File: config.mk
export PLATFORM = sky130hd
export DESIGN_NAME = mem_ctrl_top
export DESIGN_NICKNAME = d
export VERILOG_FILES = /design/src/rtl/mem_ctrl_top.sv
export SDC_FILE = /design/constraint.sdc
export NUM_CORES = 1
export LEC_CHECK = 0
export CORE_MARGIN = 4
export CORE_UTILIZATION = 43
export DETAILED_ROUTE_END_ITERATION = 7
export PLACE_DENSITY = 0.75
export SYNTH_ARGS = -nofsm -noshare
export SYNTH_HDL_FRONTEND = slang
export SYNTH_SLANG_ARGS = --single-unit
File: constraint.sdc
create_clock -name mc_clk -period 4.47 [get_ports mc_clk]
set_clock_uncertainty 0.2 [all_clocks]
set_input_delay 0.894 -clock mc_clk [delete_from_list [all_inputs] [get_ports mc_clk]]
set_output_delay 0.894 -clock mc_clk [all_outputs]
set_load 0.02 [all_outputs]
File: src/rtl/mem_ctrl_top.sv
// mem_ctrl_top: sequences STORE/FETCH/CLEAR commands onto a 64x32 single-port RAM,
// keeping FIFO write/read pointers and a word count internally.
// Ports:
//   mc_clk, mc_reset          clock, async active-high reset
//   mc_data_in                word to store
//   mc_data_contition         command (000 NOP, 001 STORE, 010 FETCH, 100 CLEAR)
//   mc_data_length            FETCH size (0 = one operand, 1 = two operands)
//   mc_data_out_opa/opb       fetched operands
//   mc_done                   one-cycle completion pulse
//   mc_data_done              operands valid (level)
//   mc_we, mc_address_mem,
//   mem_data_in               RAM write enable / address / write data
//   mem_data_out              RAM read data
// single_port_ram: 64x32 RAM, synchronous write, registered read (read-old-data).

module mem_ctrl_top (
    input  logic        mc_clk,
    input  logic        mc_reset,
    input  logic [31:0] mc_data_in,
    input  logic [2:0]  mc_data_contition,
    input  logic        mc_data_length,
    output logic [31:0] mc_data_out_opa,
    output logic [31:0] mc_data_out_opb,
    output logic        mc_done,
    output logic        mc_data_done,
    output logic        mc_we,
    output logic [5:0]  mc_address_mem,
    output logic [31:0] mem_data_in,
    input  logic [31:0] mem_data_out
);

    localparam int unsigned AW    = 6;
    localparam int unsigned DW    = 32;
    localparam int unsigned CW    = 7;
    localparam int unsigned DEPTH = 64;

    localparam logic [2:0] CMD_STORE = 3'b001;
    localparam logic [2:0] CMD_FETCH = 3'b010;
    localparam logic [2:0] CMD_CLEAR = 3'b100;

    typedef enum logic [2:0] {
        S_IDLE, S_WR, S_RDA, S_CPA, S_RDB, S_CPB, S_DONE
    } state_e;

    state_e         state_q, state_d;
    logic [AW-1:0]  wr_ptr_q, wr_ptr_d;
    logic [AW-1:0]  rd_ptr_q, rd_ptr_d;
    logic [CW-1:0]  count_q, count_d;
    logic           len_q, len_d;
    logic [DW-1:0]  opa_q, opa_d;
    logic [DW-1:0]  opb_q, opb_d;
    logic           done_q, done_d;
    logic           data_done_q, data_done_d;
    logic           we_q, we_d;
    logic [AW-1:0]  addr_q, addr_d;
    logic [DW-1:0]  wdata_q, wdata_d;
    logic [CW-1:0]  need_c;

    assign need_c = mc_data_length ? CW'(2) : CW'(1);

    // State and datapath registers
    always_ff @(posedge mc_clk or posedge mc_reset) begin
        if (mc_reset) begin
            state_q     <= S_IDLE;
            wr_ptr_q    <= '0;
            rd_ptr_q    <= '0;
            count_q     <= '0;
            len_q       <= 1'b0;
            opa_q       <= '0;
            opb_q       <= '0;
            done_q      <= 1'b0;
            data_done_q <= 1'b0;
            we_q        <= 1'b0;
            addr_q      <= '0;
            wdata_q     <= '0;
        end else begin
            state_q     <= state_d;
            wr_ptr_q    <= wr_ptr_d;
            rd_ptr_q    <= rd_ptr_d;
            count_q     <= count_d;
            len_q       <= len_d;
            opa_q       <= opa_d;
            opb_q       <= opb_d;
            done_q      <= done_d;
            data_done_q <= data_done_d;
            we_q        <= we_d;
            addr_q      <= addr_d;
            wdata_q     <= wdata_d;
        end
    end

    // Next-state and output logic; pointers/count only move when a command completes
    always_comb begin
        state_d     = state_q;
        wr_ptr_d    = wr_ptr_q;
        rd_ptr_d    = rd_ptr_q;
        count_d     = count_q;
        len_d       = len_q;
        opa_d       = opa_q;
        opb_d       = opb_q;
        done_d      = 1'b0;
        data_done_d = data_done_q;
        we_d        = 1'b0;
        addr_d      = addr_q;
        wdata_d     = wdata_q;

        unique case (state_q)
            S_IDLE: begin
                case (mc_data_contition)
                    CMD_STORE: begin
                        data_done_d = 1'b0;
                        if (count_q == CW'(DEPTH)) begin
                            done_d  = 1'b1;
                            state_d = S_DONE;
                        end else begin
                            we_d    = 1'b1;
                            addr_d  = wr_ptr_q;
                            wdata_d = mc_data_in;
                            state_d = S_WR;
                        end
                    end
                    CMD_FETCH: begin
                        data_done_d = 1'b0;
                        len_d       = mc_data_length;
                        if (count_q < need_c) begin
                            done_d  = 1'b1;
                            state_d = S_DONE;
                        end else begin
                            addr_d  = rd_ptr_q;
                            state_d = S_RDA;
                        end
                    end
                    CMD_CLEAR: begin
                        data_done_d = 1'b0;
                        wr_ptr_d    = '0;
                        rd_ptr_d    = '0;
                        count_d     = '0;
                        done_d      = 1'b1;
                        state_d     = S_DONE;
                    end
                    default: ;
                endcase
            end
            S_WR: begin
                wr_ptr_d = wr_ptr_q + AW'(1);
                count_d  = count_q + CW'(1);
                done_d   = 1'b1;
                state_d  = S_DONE;
            end
            S_RDA: state_d = S_CPA;
            S_CPA: begin
                opa_d = mem_data_out;
                if (!len_q) begin
                    opb_d       = '0;
                    rd_ptr_d    = rd_ptr_q + AW'(1);
                    count_d     = count_q - CW'(1);
                    done_d      = 1'b1;
                    data_done_d = 1'b1;
                    state_d     = S_DONE;
                end else begin
                    addr_d  = rd_ptr_q + AW'(1);
                    state_d = S_RDB;
                end
            end
            S_RDB: state_d = S_CPB;
            S_CPB: begin
                opb_d       = mem_data_out;
                rd_ptr_d    = rd_ptr_q + AW'(2);
                count_d     = count_q - CW'(2);
                done_d      = 1'b1;
                data_done_d = 1'b1;
                state_d     = S_DONE;
            end
            S_DONE:  state_d = S_IDLE;
            default: state_d = S_IDLE;
        endcase
    end

    assign mc_data_out_opa = opa_q;
    assign mc_data_out_opb = opb_q;
    assign mc_done         = done_q;
    assign mc_data_done    = data_done_q;
    assign mc_we           = we_q;
    assign mc_address_mem  = addr_q;
    assign mem_data_in     = wdata_q;

endmodule


# Yosys cells after proc, flatten, opt, wreduce, memory -nomap -nowiden
# Index checks and enable logic that the tools add are counted.
[totals]
register_bits = 128
latchBits = 0
ram_bits = 0
mem_bits_ro = 0
input_bits = 70
out_inout_bits = 105
word_cells = 84
memories = 0
[classes]
add_sub_neg = 6
n_mul = 0
div_mod_pow = 0
magnitude_cmp = 1
n_eq_ne = 17
shift = 0
muxes = 31
bitwise = 1
reduce_logical = 16
[ops]
columns = ["cell", "count"]
rows = [
  ["$pmux W32 S2", 1],
  ["$pmux W6 S2", 3],
  ["$mux W32", 1],
  ["$mux W6", 5],
  ["$pmux W7 S4", 1],
  ["$pmux W6 S3", 1],
  ["$pmux W3 S5", 1],
  ["$mux W7", 2],
  ["$add A6 B1 Y6 const B", 2],
  ["$reduce_and A3 Y1", 4],
  ["$eq A3 B2 Y1 const B", 3],
  ["$eq A3 B3 Y1 const B", 3],
  ["$pmux W1 S3", 3],
  ["$pmux W3 S3", 1],
  ["$mux W1", 8],
  ["$add A7 B1 Y7 const B", 1],
  ["$eq A7 B7 Y1 const B", 1],
  ["$lt A7 B2 Y1", 1],
  ["$sub A7 B1 Y7 const B", 1],
  ["$sub A7 B2 Y7 const B", 1],
  ["$add A6 B2 Y6 const B", 1],
  ["$eq A3 B1 Y1 const B", 2],
  ["$mux W3", 2],
  ["$ne A2 B2 Y1 const B", 3],
  ["other kinds (14)", 20],
]

# Logic depth before layout (Yosys ltp)
[depth]
word_depth = 5
mapped_depth = 11
depth_no_buf = 8

# Least setup slack after synthesis
# No wires, ideal clock.
[synth_path]
path_kind = "register to register"
start = "reg state_q[1]"
end = "reg count_q[5]"
setup_ns = 0.087
t_arrival_ns = 2.689
required_time_ns = 4.183
slack_ns = 1.494
path_stages_with_launch = 10
n_path_buf = 3
period_less_slack_ns = 2.976
path_cell_list = "dfrtp_1 buf_2 nand3b_1 inv_1 clkbuf_1 buf_2 ha_1 or4b_2 a31o_2 o211ai_1"
[synth_via]
elab_chain_cells = 3
elab_cells_between_ends = 9
classes_between = "5 x eq/ne; 1 x mux; 3 x reduce/logical"
[synth_lines]
columns = ["element", "line_no", "text"]
rows = [
  ["start: declaration", "45", "state_e state_q, state_d;"],
  ["start signal: assignment", "77", "state_q <= state_d;"],
  ["$eq A3 B2 Y1, or another cell as far along", "107", "unique case (state_q)"],
  ["$reduce_bool A4 Y1 (no source line), or another cell as far along", "-", ""],
  ["$reduce_and A3 Y1 (no source line)", "-", ""],
  ["end signal: assignment", "80", "count_q <= count_d;"],
  ["end: declaration", "48", "logic [CW-1:0] count_q, count_d;"],
]
# Parallel ways exist; a longest one is shown, timed or not.
# A chain may end at the register's enable or synchronous reset.

# Worst setup path in the final report
[layout_path]
start = "reg state_q[0]"
end = "reg count_q[5]"
# The elaborated chain is that of the path after synthesis.

==> flow_summary.ini <==
[synthesis]
synth_edf_count = 0
synth_cell_types = 53
ys_seq_elements = 128
ys_async_sr_fraction = 1.00
mappedNetlistArea_um2 = 5760
synth_area_per_cell_um2 = 10.7
ys_warn_count = 0
synthesis.nets = 618
ys_seq_area_frac = 0.556
syn-instance-count = 537
ys.flop_type = dfrtp_1

[cts]
tritoncts = yes
h-tree-depth = 4
postCtsSetupRepairBufs = 0
insertion_delay_ns = 0.41
cts_buffers = 17
postCtsHoldBufs = 0
clock_sinks = 128
cts-resized-gates = 0
path_clk_slew_ns = 0.06
cts-root-buf = clkbuf_16
cts_buffer_depth = 2

[power]
leakagePower_nw = 3.71
pwr_density_cell_nw_per_um2 = 810
peakVddDrop_uv = 320

[die]
dieArea_um2 = 15300
die_w_um = 124
rows = 42
io_pins = 175
core_area_um2 = 13200
start_util = 0.437
die_h_um = 124

[timing]
rsz0062_at_grt = no
final_max_slew_viol_count = 0
finalSetupTns_ns = 0
fin_crit_ns = 3.09
finalCritPeriodShare = 0.692
setup-violations-final = 0
hold_viol_final = 0
worst_pin_slew_ns = 0.745
fmax_mhz = 323
slew_headroom = 0.500

[final_layout]
fin_nets = 788
fillers = 1034
multi_input_area_um2 = 2390
final_common_cell = clkdlybuf4s50_1
mostFrequentLayoutCells = clkdlybuf4s50_1 (174), dfrtp_1 (128), nand2_1 (117), mux2_2 (36), a22o_1 (35)
n_antenna_cell = 0
areaGrowthSynthToFinish_pct = 43.5
final_area_um2 = 8270
seq_area_um2 = 3200
drive_gt1_frac = 0.125

[hold_path]
whs_endpoint = mc_data_out_opa[16]
min_from = mc_data_out_opa[16]
min_path_cells = 2
worst_hold_path_type = register to register

[critical_path]
reg2reg_depth = 8
r2r_slack_ns = 1.38
cpPeakStageDelay_ns = 0.79
criticalPathCategory = register to register
cp_top_family = simple AND/OR/NAND/NOR gates
critPathCaptureType = register
setup.worst_path.start_class = register
r2r_start = state_q[0]
worst-path-max-fanout = 29
crit_buf_inv = 2
required_ns = 4.60
cp.arrival_ns = 3.22
slowest_stage = dfrtp_1
crit_path_cell_trace = nand3b_1 -> inv_1 -> buf_4 -> ha_1 -> o21ai_0 -> or4b_2 -> a31o_2 -> o211ai_1
r2r_end = count_q[5]

[route]
drt_iter0_drc = 365
drc = 0
dr.pass1.iters = 5
viasPerCell = 5.43
wl_per_cell_um = 17.9
dr_total_vias = 4866
wl_um = 16000
ant_nets = 0

[global_route]
grt_max_degree = 53
antenna_found_initial = 0
gr-total-overflow = 0
grt_pass1_wl_um = 24800
first_global_vias = 4959
track_usage = 0.208

[status]
outcome = complete, no violations

[placed_design]
port_buffers = 174
gp_congestion = 0.854
dpl_cell_area_um2 = 7680
dp_hpwl_um = 11300

[run]
cap_violations = 0
flip-flops by register name, indices dropped and copies added (netlist names):
signal           cells
state_q              3
mc_done              1
wr_ptr_q             6
mem_data_in         32
len_q                1
count_q              7
rd_ptr_q             6
mc_data_done         1
mc_data_out_opb     32
mc_address_mem       6
mc_data_out_opa     32
mc_we                1
report_power, final:
| group | switching, W | internal (W) |
|---|---|---|
| logic | 0.00166 | 0.00152 |
| clock network | 0.000531 | 0.000826 |
| registers | 0.000441 | 0.00171 |
| total | 0.00263 | 0.00406 |
synthesized netlist by cell type, types with 5 or more instances:
library cell	count	area share
buf_2	6	0.0052
clkbuf_1	19	0.012
ha_1	10	0.022
nor3_1	10	0.0087
o21ai_0	24	0.021
nor2b_1	7	0.0076
mux2_2	36	0.070
o22ai_1	5	0.0054
a22o_1	35	0.053
nor2_1	23	0.015
inv_1	10	0.0065
nand3_1	8	0.0070
mux2i_1	7	0.012
a21oi_1	19	0.017
nand2_1	117	0.076
dfrtp_1	128	0.56
logic make-up after synthesis:
group / synth area share
buffers and inverters: 0.0319
adders and majority gates: 0.0252
and+or+nand+nor: 0.143
muxes: 0.0825
xor gates and xnor gates: 0.0106
DFF: 0.556
AOI/OAI and AO/OA: 0.151
layer usage:
| layer | vias up | routed length (um) | track usage |
|---|---|---|---|
| li1 | 2248 | - | - |
| met1 | 2382 | 6380 | 0.250 |
| met2 | 212 | 7960 | 0.358 |
| met3 | 24 | 1430 | 0.0545 |
| met4 | 0 | 245 | 0.0775 |
| met5 | - | 0 | 0 |
metrics by stage:
stage          hold slack (ns)  setup slack (ns)  total power [W]  cells   util
3_5_place_dp             0.262              1.17          0.00536    864  0.582
6_report                 0.275              1.38          0.00669    896  0.627
5_1_grt                  0.294              1.17          0.00712    896  0.627
2_1_floorplan            0.294              1.49          0.00390    537      -
3_3_place_gp             0.258              1.23          0.00526    864  0.582
4_1_cts                  0.277              1.39          0.00675    896  0.627
worst reg2reg max path: stages, from the launching register on:
cell	delay (ns)
dfrtp_1	0.79
nand3b_1	0.20
inv_1	0.11
buf_4	0.33
ha_1	0.33
o21ai_0	0.12
or4b_2	0.63
a31o_2	0.23
o211ai_1	0.07
cell type report:
cell class / instances / area share
clock buffer: 17 / 0.0514
sequential: 128 / 0.387
clock inverter: 15 / 0.0197
timing repair buffer: 184 / 0.221
inverter: 10 / 0.00499
multi-input combinational: 366 / 0.289
tap: 176 / 0.0266
how the worst max path moves through the flow:
stage / start / end / slack, ns / cells past startpoint
finish: state_q[0] / count_q[5] / 1.38 / 8
global route: state_q[0] / count_q[5] / 1.17 / 8
CTS: state_q[0] / count_q[5] / 1.39 / 8
detailed placement: mc_data_contition[1] / mc_address_mem[2] / 1.17 / 5
global placement: mc_data_contition[1] / mc_address_mem[2] / 1.23 / 5
floorplan: state_q[1] / count_q[5] / 1.49 / 9
No activity file was read; power rests on OpenSTA's default activity.
